File: src/rtl/dmem_pkg.sv
// ---------------------------------------------------------------------------
// dmem_pkg
// Shared definitions for the data-memory arbiter: FSM state encoding, the
// legal stack-window bounds, and the address-window check. The CPU address
// decoder imports the same constants, so both see identical limits.
// ---------------------------------------------------------------------------
package dmem_pkg;

    // Highest legal byte address (word aligned) and number of legal words.
    localparam logic [31:0] MEM_TOP   = 32'h7fff_fffc;
    localparam int unsigned MEM_WORDS = 257;

    // Lowest legal byte address: MEM_TOP - 4*(MEM_WORDS-1).
    localparam logic [31:0] MEM_LOW   = MEM_TOP - 32'(4 * (MEM_WORDS - 1));

    // Sequencer states.
    typedef enum logic [1:0] {
        IDLE   = 2'd0,
        ACCESS = 2'd1,
        DONE   = 2'd2
    } state_t;

    // Requester identifiers.
    localparam logic REQ_CPU   = 1'b0;
    localparam logic REQ_DEBUG = 1'b1;

    // True when an address is misaligned or falls outside [low, top].
    function automatic logic addr_out_of_window(
        input logic [31:0] addr,
        input logic [31:0] top,
        input logic [31:0] low
    );
        logic misaligned;
        misaligned = (addr[1:0] != 2'b00);
        return misaligned || (addr > top) || (addr < low);
    endfunction

endpackage

File: src/rtl/dmem_arbiter_rr_arb2.sv
// ---------------------------------------------------------------------------
// rr_arb2
// Two-way round-robin grant with its last-grant pointer.
//
// Ports
//   clock      in   clock; pointer updates on the rising edge
//   reset      in   asynchronous active-high reset
//   enable     in   arbitration allowed this cycle (sequencer idle)
//   valid0/1   in   request pending from requester 0 / 1
//   accept     in   the current grant is being taken at this edge
//   grant      out  id of the winning requester (meaningful with grant_any)
//   grant_any  out  some requester is being granted this cycle
// ---------------------------------------------------------------------------
module rr_arb2
    import dmem_pkg::*;
(
    input  logic clock,
    input  logic reset,
    input  logic enable,
    input  logic valid0,
    input  logic valid1,
    input  logic accept,
    output logic grant,
    output logic grant_any
);

    // Id of the requester granted most recently. Resets to requester 1 so that
    // requester 0 wins the first tie.
    logic last;

    always_comb begin
        grant     = REQ_CPU;
        grant_any = 1'b0;
        if (enable) begin
            grant_any = valid0 | valid1;
            if (valid0 && valid1) begin
                grant = ~last;
            end else if (valid1) begin
                grant = REQ_DEBUG;
            end else begin
                grant = REQ_CPU;
            end
        end
    end

    always_ff @(posedge clock or posedge reset) begin
        if (reset) begin
            last <= REQ_DEBUG;
        end else if (accept) begin
            last <= grant;
        end
    end

endmodule

File: src/rtl/dmem_arbiter.sv
// ---------------------------------------------------------------------------
// dmem_arbiter
// Shares the single-port data memory between the CPU load/store path
// (requester 0) and the debug/loader port (requester 1). Requests are
// granted round-robin, range-checked against the stack window, executed in
// one memory cycle, and completed with a one-cycle rvalid pulse.
//
//   state  | meaning
//   -------+---------------------------------------------------------------
//   IDLE   | arbitrating; ready asserted toward the granted requester
//   ACCESS | memory strobes driven from the latched request (unless error)
//   DONE   | rvalid/rdata/err presented to the requester that was served
//
// Ports
//   clock, reset                clock and asynchronous active-high reset
//   reqN_valid/write/addr/wdata request N (N = 0, 1); hold until ready
//   reqN_ready                  request N accepted at this edge if valid
//   reqN_rvalid/rdata/err       one-cycle completion to requester N
//   mem_read/write/addr/wdata   to dataMem (write commits on falling edge)
//   mem_rdata                   combinational read data from dataMem
// ---------------------------------------------------------------------------
module dmem_arbiter
    import dmem_pkg::*;
#(
    parameter logic [31:0] MEM_TOP   = dmem_pkg::MEM_TOP,
    parameter int unsigned MEM_WORDS = dmem_pkg::MEM_WORDS
) (
    input  logic        clock,
    input  logic        reset,

    input  logic        req0_valid,
    input  logic        req0_write,
    input  logic [31:0] req0_addr,
    input  logic [31:0] req0_wdata,
    output logic        req0_ready,
    output logic        req0_rvalid,
    output logic [31:0] req0_rdata,
    output logic        req0_err,

    input  logic        req1_valid,
    input  logic        req1_write,
    input  logic [31:0] req1_addr,
    input  logic [31:0] req1_wdata,
    output logic        req1_ready,
    output logic        req1_rvalid,
    output logic [31:0] req1_rdata,
    output logic        req1_err,

    output logic        mem_read,
    output logic        mem_write,
    output logic [31:0] mem_addr,
    output logic [31:0] mem_wdata,
    input  logic [31:0] mem_rdata
);

    localparam logic [31:0] WIN_LOW = MEM_TOP - 32'(4 * (MEM_WORDS - 1));

    state_t      state;
    state_t      state_nxt;

    logic        grant;
    logic        grant_any;
    logic        accept;
    logic        in_idle;

    logic        lat_write;
    logic [31:0] lat_addr;
    logic [31:0] lat_wdata;
    logic        lat_id;

    logic        addr_err;
    logic        err_q;
    logic [31:0] rdata_q;

    assign in_idle = (state == IDLE);
    assign accept  = in_idle && grant_any;

    rr_arb2 u_arb (
        .clock     (clock),
        .reset     (reset),
        .enable    (in_idle),
        .valid0    (req0_valid),
        .valid1    (req1_valid),
        .accept    (accept),
        .grant     (grant),
        .grant_any (grant_any)
    );

    // The check runs on the latched address so the requester may change its
    // inputs as soon as it has been accepted.
    assign addr_err = addr_out_of_window(lat_addr, MEM_TOP, WIN_LOW);

    always_ff @(posedge clock or posedge reset) begin
        if (reset) begin
            state <= IDLE;
        end else begin
            state <= state_nxt;
        end
    end

    always_comb begin
        state_nxt = state;
        case (state)
            IDLE:    if (accept) state_nxt = ACCESS;
            ACCESS:  state_nxt = DONE;
            DONE:    state_nxt = IDLE;
            default: state_nxt = IDLE;
        endcase
    end

    // Request latch, loaded from the granted requester on acceptance.
    always_ff @(posedge clock or posedge reset) begin
        if (reset) begin
            lat_write <= 1'b0;
            lat_addr  <= '0;
            lat_wdata <= '0;
            lat_id    <= REQ_CPU;
        end else if (accept) begin
            lat_id <= grant;
            if (grant == REQ_DEBUG) begin
                lat_write <= req1_write;
                lat_addr  <= req1_addr;
                lat_wdata <= req1_wdata;
            end else begin
                lat_write <= req0_write;
                lat_addr  <= req0_addr;
                lat_wdata <= req0_wdata;
            end
        end
    end

    // Response capture at the end of the ACCESS cycle. Stores and faulting
    // accesses return zero data.
    always_ff @(posedge clock or posedge reset) begin
        if (reset) begin
            err_q   <= 1'b0;
            rdata_q <= '0;
        end else if (state == ACCESS) begin
            err_q   <= addr_err;
            rdata_q <= (!lat_write && !addr_err) ? mem_rdata : '0;
        end
    end

    always_comb begin
        req0_ready  = 1'b0;
        req1_ready  = 1'b0;
        req0_rvalid = 1'b0;
        req1_rvalid = 1'b0;
        req0_rdata  = '0;
        req1_rdata  = '0;
        req0_err    = 1'b0;
        req1_err    = 1'b0;
        mem_read    = 1'b0;
        mem_write   = 1'b0;
        mem_addr    = '0;
        mem_wdata   = '0;

        // Ready is held low while reset is asserted even though the state
        // register already reads IDLE.
        if (in_idle && grant_any && !reset) begin
            req0_ready = (grant == REQ_CPU);
            req1_ready = (grant == REQ_DEBUG);
        end

        if (state == ACCESS) begin
            mem_addr  = lat_addr;
            mem_wdata = lat_wdata;
            if (!addr_err) begin
                mem_read  = !lat_write;
                mem_write = lat_write;
            end
        end

        if (state == DONE) begin
            if (lat_id == REQ_DEBUG) begin
                req1_rvalid = 1'b1;
                req1_rdata  = rdata_q;
                req1_err    = err_q;
            end else begin
                req0_rvalid = 1'b1;
                req0_rdata  = rdata_q;
                req0_err    = err_q;
            end
        end
    end

endmodule

File: config.mk
export PLATFORM = sky130hd
export DESIGN_NAME = dmem_arbiter
export DESIGN_NICKNAME = d
export VERILOG_FILES = /design/src/rtl/dmem_pkg.sv /design/src/rtl/dmem_arbiter_rr_arb2.sv /design/src/rtl/dmem_arbiter.sv
export SDC_FILE = /design/constraint.sdc
export NUM_CORES = 1
export LEC_CHECK = 0
export ABC_AREA = 1
export BUFFER_PORTS_ARGS = -buffer_cell sky130_fd_sc_hd__buf_2
export CAP_MARGIN = 20
export CELL_PAD_IN_SITES_DETAIL_PLACEMENT = 1
export CELL_PAD_IN_SITES_GLOBAL_PLACEMENT = 1
export CORE_ASPECT_RATIO = 0.6
export CORE_UTILIZATION = 32
export CTS_CLUSTER_DIAMETER = 150
export CTS_CLUSTER_SIZE = 25
export DETAILED_ROUTE_END_ITERATION = 8
export GPL_TIMING_DRIVEN = 0
export MAX_ROUTING_LAYER = met4
export PLACE_DENSITY_LB_ADDON = 0.1
export SKIP_LAST_GASP = 1
export SLEW_MARGIN = 20
export SYNTH_ARGS = -nofsm -noshare
export SYNTH_HDL_FRONTEND = slang
export SYNTH_HIERARCHICAL = 1
export SYNTH_SLANG_ARGS = --single-unit
File: constraint.sdc
create_clock -name clock -period 8.4 [get_ports clock]
set_input_delay 0.42 -clock clock [delete_from_list [all_inputs] [get_ports clock]]
set_output_delay 0.42 -clock clock [all_outputs]
set_load 0.005 [all_outputs]
Word level (Yosys, flattened, before mapping)

Index checks and enable logic that the tools add are counted.

Reduce and logical (&&, ||, !) cells: 11
Multiplexer cells: 30
Bitwise logic cells: 3
Eq/ne operators: 3
$lt $le $gt $ge: 2

Operators with widths:

| kind                                                  | count |
|---|---|
| two-way mux 32 bit                                    | 9 |
| > comparator 32 x 31 -> 1 bit (second input constant) | 1 |
| < comparator 32 x 31 -> 1 bit (second input constant) | 1 |
| two-way mux 1 bit                                     | 19 |
| logical AND 1 bit                                     | 4 |
| one-hot mux 2 bit (2 select lines)                    | 1 |
| zero test 1 bit                                       | 3 |
| equality test 2 x 1 -> 1 bit (second input constant)  | 1 |
| equality test 2 bit (second input constant)           | 1 |
| zero test 2 bit                                       | 1 |
| logical OR 1 bit                                      | 2 |
| two-way mux 2 bit                                     | 1 |
| != test 2 bit (second input constant)                 | 1 |
| inverter 1 bit                                        | 2 |
| nonzero test 2 bit                                    | 1 |
| bitwise OR 1 bit                                      | 1 |

Logic and storage cells: 57
Register bits: 102
Input bits: 166

Depth between registers and ports, before layout

Gate-level depths: netlist of the first run.

Depth after elaboration: 6
Gate-level depth with buffers: 9
Gate-level depth less buffers: 7

Cells and area by module

Netlist of the first run, hierarchy kept.

By module, submodules not included:

| module       | seq. area each (µm²) | area each (µm²) | times used | cells an instance |
|---|---|---|---|---|
| dmem_arbiter | 2527.4               | 5225.0          | 1          | 739 |
| rr_arb2      | 26.3                 | 80.1            | 1          | 12 |

Worst setup path before layout of the first run

OpenSTA, ideal clock, no wires.

Path type: register to output
Start: reg state[1]
End: out req1_ready
Arrival time: 1.540 ns
Slack: 6.440 ns
Stages on the path, launching flop included: 9
Buffers on the path: 2
Cell sequence: dfrtp_1 -> nor2_1 -> nand2_2 -> nand2_1 -> nor3b_2 -> nand2_1 -> buf_2 -> buf_2 -> nor2_1

Longest elaborated chain between the ends: 5
Elaborated cells between the ends (all ways): 6
Those cells by class: mux (3); reduce/logical (3)

Ends and longest elaborated chain:

| item                           | line                       | RTL |
|---|---|---|
| from (decl)                    | dmem_arbiter.sv:58         | `state_t state;` |
| from (signal assigned)         | dmem_arbiter.sv:97         | `state <= state_nxt;` |
| zero test 2 bit                | dmem_arbiter.sv:75         | `assign in_idle = (state == IDLE);` |
| via in_idle                    | dmem_arbiter.sv:64         | `logic in_idle;` |
| two-way mux 1 bit              | dmem_arbiter_rr_arb2.sv:34 | `if (enable) begin` |
| via grant_any                  | dmem_arbiter.sv:62         | `logic grant_any;` |
| logical AND 1 bit (2 in a row) | dmem_arbiter.sv:160        | `if (in_idle && grant_any && !reset) begin` |
| two-way mux 1 bit              | dmem_arbiter.sv:160        |  |
| to (decl)                      | dmem_arbiter.sv:44         | `output logic req1_ready,` |

The timed path passes the listed nets, and every way through them passes these cells.

Worst setup path in the final report of the first run

Same ends and word-level chain as after synthesis.

==> results of run 1 <==
==> how the worst min path moves through the flow <==
stage | end | cells after the start
after CTS | u_arb/last | 2
after floorplan | u_arb/last | 1
after global routing | u_arb/last | 2
after detailed placement | rdata_q[14] | 2
after global placement | u_arb/last | 2
final | lat_wdata[6] | 2
==> flip-flops by register name, summed over array words and instances (netlist names) <==
signal      count
lat_id          1
lat_wdata      32
state           2
lat_write       1
rdata_q        32
err_q           1
lat_addr       32
u_arb/last      1
==> where the power goes <==
| group | internal (mW) | switching, mW | total, mW | leakage, nW |
|---|---|---|---|---|
| Combinational | 0.380 | 0.657 | 1.04 | 2.95 |
| Sequential | 0.660 | 0.124 | 0.784 | 1.22 |
| Clock | 0.243 | 0.199 | 0.442 | 0.151 |
==> logic make-up (layout without fill, tap and decap cells) <==
group | count (synthesis) | count (layout) | share of synthesized area (%)
DFF | 102 | 102 | 48.14
buffers and inverters | 155 | 473 | 11.44
AOI/OAI and AO/OA | 70 | 70 | 8.137
and+or+nand+nor | 424 | 424 | 32.29
==> stage by stage <==
step / util (%) / hold WS [ns] / power [mW] / std cells
after global placement: 43.62 / 0.4589 / 1.810 / 1261
final: 45.72 / 0.1190 / 2.262 / 1278
after global routing: 45.72 / 0.1162 / 2.444 / 1278
after floorplan: - / 0.3097 / 1.406 / 751
after detailed placement: 43.82 / 0.4725 / 1.834 / 1262
after CTS: 45.72 / 0.1189 / 2.285 / 1278
==> final cells by class <==
type / instances / area, um2
multi-input cells: 494 / 2145
flip-flops and latches: 102 / 2554
repair buffers: 302 / 1534
plain buffers: 46 / 197.7
inverters: 109 / 414.1
fillers: 2212 / 8802
clock buffers: 11 / 242.7
well taps: 209 / 261.5
clock inverters: 5 / 65.06
==> Yosys cell counts <==
library cell	n	share of area [%]
nor3b_2	1	0.24
nand2_2	2	0.24
dfstp_2	1	0.50
nand3_1	2	0.19
nor2_1	285	20
o21ai_0	3	0.28
a21oi_1	2	0.19
o22ai_1	65	7.7
dfrtp_1	101	48
nand3_2	1	0.19
nand4_1	33	3.9
clkbuf_1	16	1.1
buf_2	20	1.9
inv_2	2	0.14
nor3b_1	1	0.14
nand3b_1	2	0.28
buf_1	10	0.71
nor2_2	1	0.12
nand2_1	94	6.7
inv_1	107	7.6
nor3_1	2	0.19
==> metal layers <==
layer	vias to the layer above	track usage [%]	wire length, um
li1	2950	-	-
met1	2764	33.53	9941
met2	193	37.03	8961
met3	13	4.885	1206
met4	0	4.056	153
met5	-	-	0
==> impl_metrics.yaml, run 1 <==
outcome:
  status: "complete, no violations"
timing:
  slew_viol_final: 0
  tns_ns: 0
  finalSetupViolCount: 0
  fin_skew_ns: 0.01247
  rsz0062_at_grt: "false"
  final_hold_viol_count: 0
  period_share_pct: 32.64
  min_period_ns: 2.742
  relSlewSlack_pct: 53.33
  fin_ws_ns: 5.658
  worstMarginPinSlew_ns: 0.7000
  timing.fmax_ghz: 0.3647
detailed_routing:
  drc: 0
  vias_per_cell: 4.632
  via_count: 5920
  routed_wl_um: 20260
  antenna_left: 0
  drtPass1Iterations: 4
  drt-initial-drc-count: 310
  wl_per_cell_um: 15.85
floorplan:
  dieArea_um2: 17110
  die_x_um: 168.2
  core-area_um2: 16220
  io_pins: 302
  rows: 36
  die_y_um: 101.7
  initial_utilization_pct: 32.72
yosys:
  synth.yosys.seq_area_share_pct: 48.14
  synth_area_per_cell_um2: 7.064
  synthesis.nets: 917
  syn_area_um2: 5305
  yosysUniqueCellTypes: 21
  synth_seq_cells: 102
  synth_warnings: 6
  netlist_instances: 751
pwr:
  peakVddDrop_uv: 105.9
  p_leak_nw: 4.315
  p_per_area_nw_per_um2: 305.2
global_route:
  grt_pass1_vias: 5757
  grt_max_degree: 59
  grt_overflow: 0
  antenna_found_initial: 0
  grt_pass1_wl_um: 30930
  grt_use_total_pct: 24.20
setup_path:
  crit_required_ns: 7.98
  r2r_setup_slack_ns: 6.31
  cpMostUsedCell: "buf_2"
  cp.arrival_ns: 2.32
  crit_cells: 9
  reg2reg_from: "state[1]"
  timing.rr.end: "lat_addr[9]"
  cp.buffers_inverters: 3
  critPathLaunchType: "flop"
  endpoint: "req1_ready"
  path_cells: "nor2_1, nand2_2, nand2_1, nor3b_2, nand2_1, buf_2, buf_2, nor2_1, buf_2"
  worstPathMaxFanout: 10
  critPathMaxStageDelay_ns: 0.44
  reg2reg_depth: 9
  path_delay_family: "simple AND/OR/NAND/NOR gates"
  setup.worst_path.start: "state[1]"
  endpoint_kind: "output pin"
  critical_path_class: "reg2out"
  slowest_stage: "dfrtp_1"
clocking:
  numClockSinks: 102
  cts_tree: "yes"
  cts_resized: 0
  cts_inserted_buffers: 9
  cts_root_buffer: "clkbuf_16"
  cts_buffer_depth: 2
  clock_latency_ns: 0.35
  htreeDepth: 3
  ctsHoldBuffers: 0
  clkTransAtPathRegs_ns: 0.08
  post_cts_buffers: 0
final_layout:
  n_antenna_cell: 0
  drive_gt1_share_pct: 32.37
  nets: 1230
  syn2layout_area_growth_pct: 39.74
  postLayoutCellArea_um2: 7413
  layout_commonest_cell: "buf_2"
  final_cell_mix: "321 x buf_2, 285 x nor2_1, 106 x inv_1, 101 x dfrtp_1, 94 x nand2_1"
place:
  place_ws_ns: 6.034
  placed_area_um2: 7106
  portBuffers: 301
  dp_hpwl_um: 15830
  gp_congestion: 0.8292
worst_hold_path:
  min_path_type: "in2async"
flow_run:
  cap_violations: 0
No activity file was read; power rests on OpenSTA's default activity.
==> inputs of run 2 (changes only) <==
--- a/config.mk
+++ b/config.mk
@@ -11,7 +11,7 @@
 export CELL_PAD_IN_SITES_DETAIL_PLACEMENT = 1
 export CELL_PAD_IN_SITES_GLOBAL_PLACEMENT = 1
 export CORE_ASPECT_RATIO = 0.6
-export CORE_UTILIZATION = 32
+export CORE_UTILIZATION = 27
 export CTS_CLUSTER_DIAMETER = 150
 export CTS_CLUSTER_SIZE = 25
 export DETAILED_ROUTE_END_ITERATION = 8
==> constraint.sdc (replaced) <==
create_clock -name clock -period 2.4 [get_ports clock]
set_input_delay 0.12 -clock clock [delete_from_list [all_inputs] [get_ports clock]]
set_output_delay 0.12 -clock clock [all_outputs]
set_load 0.005 [all_outputs]
==> impl_metrics.yaml, run 2 (synthesis results as in run 1) <==
outcome:
  status: "complete, no violations"
detailed_routing:
  drt-initial-drc-count: 272
  drc: 0
  wl_per_cell_um: 16.21
  wl_met1_um: 11410
  drtPass1Iterations: 4
  routed.top_layer: "met4"
  wl_met3_um: 1262
  antenna_left: 0
  routed_wl_um: 21960
  dr_wl_met2_um: 9206
  via_count: 5904
  vias_per_cell: 4.357
floorplan:
  rows: 39
  core-area_um2: 19130
  die_y_um: 110.6
  die_x_um: 183.0
  dieArea_um2: 20230
  io_pins: 302
  initial_utilization_pct: 27.73
final_layout:
  regArea_um2: 2556
  postLayoutCellArea_um2: 7749
  nets: 1251
  reg_top3: "lat_addr: 32 flops, lat_wdata: 32 flops, rdata_q: 32 flops"
  syn2layout_area_growth_pct: 46.06
  multiInputGateArea_um2: 2153
  drive_gt1_share_pct: 32.26
  final_cell_mix: "318 x buf_2, 284 x nor2_1, 106 x inv_1, 99 x dfrtp_1, 94 x nand2_1"
  fillers: 2564
  layout_commonest_cell: "buf_2"
  final_core_util_pct: 40.51
timing:
  finalSetupViolCount: 0
  hold_ws_ns: 0.01115
  rsz0062_at_grt: "true"
  min_period_ns: 2.280
  fin_skew_ns: 0.01431
  final_hold_viol_count: 0
  timing.fmax_ghz: 0.4386
  worstMarginPinSlew_ns: 0.7232
  tns_ns: 0
  fin_ws_ns: 0.1202
  period_share_pct: 94.99
  relSlewSlack_pct: 51.68
  slew_viol_final: 0
clocking:
  cts_root_buffer: "clkbuf_16"
  cts_inserted_buffers: 9
  htreeDepth: 3
  numClockSinks: 102
  clock_latency_ns: 0.34
  cts_buffer_depth: 2
  cts_tree: "yes"
  clkTransAtPathRegs_ns: 0.08
worst_hold_path:
  min-delay-start: "mem_rdata[17]"
  min_path_type: "in2reg"
setup_path:
  critical_path_class: "reg2out"
  reg2reg_from: "state[0]"
  endpoint_kind: "output pin"
  critPathMaxStageDelay_ns: 0.44
  cp.buffers_inverters: 3
  crit_required_ns: 2.28
  path_delay_family: "simple AND/OR/NAND/NOR gates"
  path_cells: "nor2_2, nand2_2, nand2_1, nor3b_4, nand2_1, buf_4, buf_2, nor2_1, buf_2"
  critPathLaunchType: "flop"
  cp.arrival_ns: 2.16
  worstPathMaxFanout: 10
  slowest_stage: "dfrtp_2"
  setup.worst_path.start: "state[0]"
global_route:
  grt_overflow: 0
  grt_pass1_vias: 6237
  grt_pass1_wl_um: 34940
  antenna_found_initial: 1
  grt_max_degree: 32
  grt_use_total_pct: 22.84
place:
  portBuffers: 301
  place_ws_ns: 0.2916
  gp_congestion: 0.7875
  dp_hpwl_um: 17340
  placed_area_um2: 7216
pwr:
  peakVddDrop_uv: 461.6
  p_leak_nw: 4.418
  p_per_area_nw_per_um2: 1058
flow_run:
  cap_violations: 0
run 2: cell count changes in the layout (fill, tap and decap cells not counted), moves of 2 or more:
cell / previous run / this run
dfrtp_2: 0 / 2
clkinv_4: 2 / 0
buf_12: 0 / 2
clkinvlp_4: 0 / 2
buf_4: 0 / 4
dfrtp_1: 101 / 99
inv_6: 3 / 0
buf_2: 321 / 318
dlygate4sd3_1: 0 / 17
bufinv_16: 1 / 3
run 2: where the power goes:
| part | internal [mW] | leakage (nW) | switching [mW] |
|---|---|---|---|
| clock | 1.01 | 0.155 | 0.672 |
| sequential | 2.31 | 1.21 | 0.447 |
| combinational | 1.40 | 3.05 | 2.35 |
run 2: worst reg2reg max path: stages (launching register included):
cell     delay [ns]
dfrtp_2        0.44
nor2_2         0.16
nand2_2        0.09
nand2_1        0.09
nor3b_4        0.26
buf_4          0.16
buf_2          0.26
buf_2          0.32
o22ai_1        0.12
nor2_1         0.12
run 2: path summary, 6_finish.rpt:
path,end,slack (ns),depth (start not counted)
max in group asynchronous,rdata_q[18],1.17,5
hold / removal,rdata_q[17],0.01,3
min in group asynchronous,u_arb/last,0.37,3
hold reg to reg,rdata_q[20],0.48,2
setup / recovery,req1_ready,0.12,9
setup reg to reg,lat_addr[23],0.30,9
run 2: area by class of cell:
class,instances,share of cell area [%]
Antenna cell,1,0.03229
Buffer,46,2.648
Clock buffer,10,2.955
Clock inverter,4,1.259
Inverter,109,5.329
Multi-Input combinational cell,494,27.79
Sequential cell,102,32.99
Tap cell,266,4.295
Timing Repair Buffer,323,22.70
run 2: routing by layer:
metal	up-vias	GRT usage, %
li1	2993	-
met1	2746	33.10
met2	159	33.05
met3	6	5.079
met4	0	3.000
met5	-	-
run 2: metrics by stage:
stage	std cells	total power [mW]
floorplan	751	4.923
global placement	1318	6.432
detailed placement	1321	6.503
CTS	1354	8.287
global route	1355	8.942
finish	1355	8.200
run 2: timing repair:
action	4_1_cts	5_1_grt
gates resized for setup	1	8
pin swaps	0	0
setup buffers	2	0
endpoints found under the hold margin	44	0
hold buffers	17	0
endpoints found under the setup margin	2	2
==> inputs of run 3 (changes only) <==
--- a/config.mk
+++ b/config.mk
@@ -18,6 +18,7 @@
 export GPL_TIMING_DRIVEN = 0
 export MAX_ROUTING_LAYER = met4
 export PLACE_DENSITY_LB_ADDON = 0.1
+export SETUP_SLACK_MARGIN = 0.2
 export SKIP_LAST_GASP = 1
 export SLEW_MARGIN = 20
 export SYNTH_ARGS = -nofsm -noshare
==> impl_metrics.yaml, run 3 (synthesis results as in run 1) <==
floorplan:
  die_y_um: 110.6
  dieArea_um2: 20230
  io_pins: 302
  core-area_um2: 19130
  initial_utilization_pct: 27.73
  die_x_um: 183.0
  rows: 39
setup_path:
  cp.arrival_ns: 1.97
  reg2reg_from: "state[1]"
  slowest_stage: "dfrtp_2"
  timing.rr.end: "lat_wdata[23]"
  critical_path_class: "reg2out"
  crit_required_ns: 2.28
  endpoint_kind: "output pin"
  critPathMaxStageDelay_ns: 0.45
  critPathLaunchType: "flop"
  endpoint: "req1_ready"
  crit_cells: 9
  cp.buffers_inverters: 3
  cpMostUsedCell: "nand2_2"
  r2r_setup_slack_ns: 0.42
  setup.worst_path.start: "state[1]"
  worstPathMaxFanout: 10
  reg2reg_depth: 8
  path_cells: "nor2_4, nand2_1, nand2_2, nor3b_4, nand2_2, buf_8, buf_6, nor2_1, buf_2"
  path_delay_family: "simple AND/OR/NAND/NOR gates"
clocking:
  clock_latency_ns: 0.35
  cts_root_buffer: "clkbuf_16"
  numClockSinks: 102
  clkTransAtPathRegs_ns: 0.07
  htreeDepth: 3
  cts_inserted_buffers: 9
  cts_tree: "yes"
  cts_buffer_depth: 2
flow_run:
  cap_violations: 0
place:
  placed_area_um2: 7216
  portBuffers: 301
  place_ws_ns: 0.2916
  gp_congestion: 0.7875
  dpl.cell_count: 1321
  dp_hpwl_um: 17340
detailed_routing:
  antenna_left: 0
  vias_per_cell: 4.358
  drtPass1Iterations: 4
  wl_per_cell_um: 16.13
  drt-initial-drc-count: 272
  via_count: 5940
  routed.top_layer: "met4"
  routed_wl_um: 21990
  wl_met1_um: 11290
  wl_met3_um: 1335
  drc: 0
  dr_wl_met2_um: 9270
final_layout:
  syn2layout_area_growth_pct: 48.11
  drive_gt1_share_pct: 33.21
  postLayoutCellArea_um2: 7858
  layout_commonest_cell: "buf_2"
  reg_top3: "lat_addr: 32 flops, lat_wdata: 32 flops, rdata_q: 32 flops"
  final_cell_mix: "315 x buf_2, 283 x nor2_1, 106 x inv_1, 100 x dfrtp_1, 91 x nand2_1"
  nets: 1259
  final_cells: 1363
  fillers: 2561
timing:
  slew_viol_final: 0
  period_share_pct: 86.93
  rsz0062_at_grt: "true"
  final_hold_viol_count: 0
  timing.fmax_ghz: 0.4793
  worstMarginPinSlew_ns: 0.7234
  fin_ws_ns: 0.3136
  fin_skew_ns: 0.01242
  relSlewSlack_pct: 51.67
  tns_ns: 0
  min_period_ns: 2.086
  finalSetupViolCount: 0
pwr:
  combPwrFrac_pct: 46.9
  p_int_mw: 4.847
  peakVddDrop_uv: 461.5
  p_leak_nw: 4.475
  p_per_area_nw_per_um2: 1063
  power_mw: 8.351
  p_seq_share_pct: 33.0
  switching_share_pct: 41.95
  clkPwrFrac_pct: 20.1
  power.switching_mw: 3.503
global_route:
  antenna_found_initial: 1
  grt_pass1_vias: 6246
  grt_overflow: 0
  grt_use_total_pct: 22.87
  grt_pass1_wl_um: 35000
  grt_max_degree: 32
outcome:
  status: "complete, no violations"
worst_hold_path:
  min_path_type: "in2reg"
run 3: cell types whose count changed in the layout (fill, tap and decap cells not counted), sizes merged:
cell / before / now
buf: 335 / 341
clkbuf: 27 / 29
run 3: what timing repair did:
action                                  4_1_cts  5_1_grt
hold buffers                                 17        0
endpoints found under the setup margin       12       37
pin swaps                                     0        4
resized for setup                            10       14
endpoints found under the hold margin        44        0
setup buffers                                 3        7
run 3: metrics by stage:
stage | util (%) | hold WS (ns)
2_1_floorplan | - | 0.009697
3_3_place_gp | 37.37 | 0.1752
3_5_place_dp | 37.72 | 0.1773
4_1_cts | 40.58 | 0.00007591
5_1_grt | 41.08 | 0.004881
6_report | 41.08 | 0.009813
run 3: cell type report:
class                   count  area [um2]  share of cell area (%)
diodes                      1       2.502                 0.03185
plain buffers              46       240.2                   3.057
clock buffers              10       229.0                   2.914
clock inverters             4       97.59                   1.242
inverters                 109       412.9                   5.255
multi-input cells         494        2168                   27.60
flip-flops and latches    102        2555                   32.52
well taps                 266       332.8                   4.236
repair buffers            331        1819                   23.15
run 3: power groups by stage:
stage / clock network, mW / registers, mW / logic [mW]
6_report: 1.68 / 2.76 / 3.92
5_1_grt: 1.79 / 2.86 / 4.46
4_1_cts: 1.74 / 2.76 / 3.84
3_5_place_dp: 0 / 2.78 / 3.72
3_3_place_gp: 0 / 2.78 / 3.65
2_1_floorplan: 0 / 2.64 / 2.29
run 3: worst min path at each step:
| stage | slack, ns | start | to | depth (start not counted) |
|---|---|---|---|---|
| floorplan | 0.01 | reset | u_arb/last | 1 |
| global placement | 0.18 | reset | u_arb/last | 2 |
| detailed placement | 0.18 | reset | u_arb/last | 2 |
| CTS | 0.00008 | req0_addr[24] | lat_addr[24] | 3 |
| global route | 0.005 | req1_addr[19] | lat_addr[19] | 3 |
| finish | 0.01 | req1_addr[19] | lat_addr[19] | 3 |
run 3: per-layer routing:
layer | up-vias | global-route usage, %
li1 | 3014 | -
met1 | 2747 | 33.12
met2 | 173 | 33.13
met3 | 6 | 5.079
met4 | 0 | 3.000
met5 | - | -
run 3: tightest hold or removal path: cells and delay by family:
| kind | cells | cell delay, ns |
|---|---|---|
| AND/OR/NAND/NOR | 2 | 0.11 |
| buffers and inverters | 1 | 0.08 |
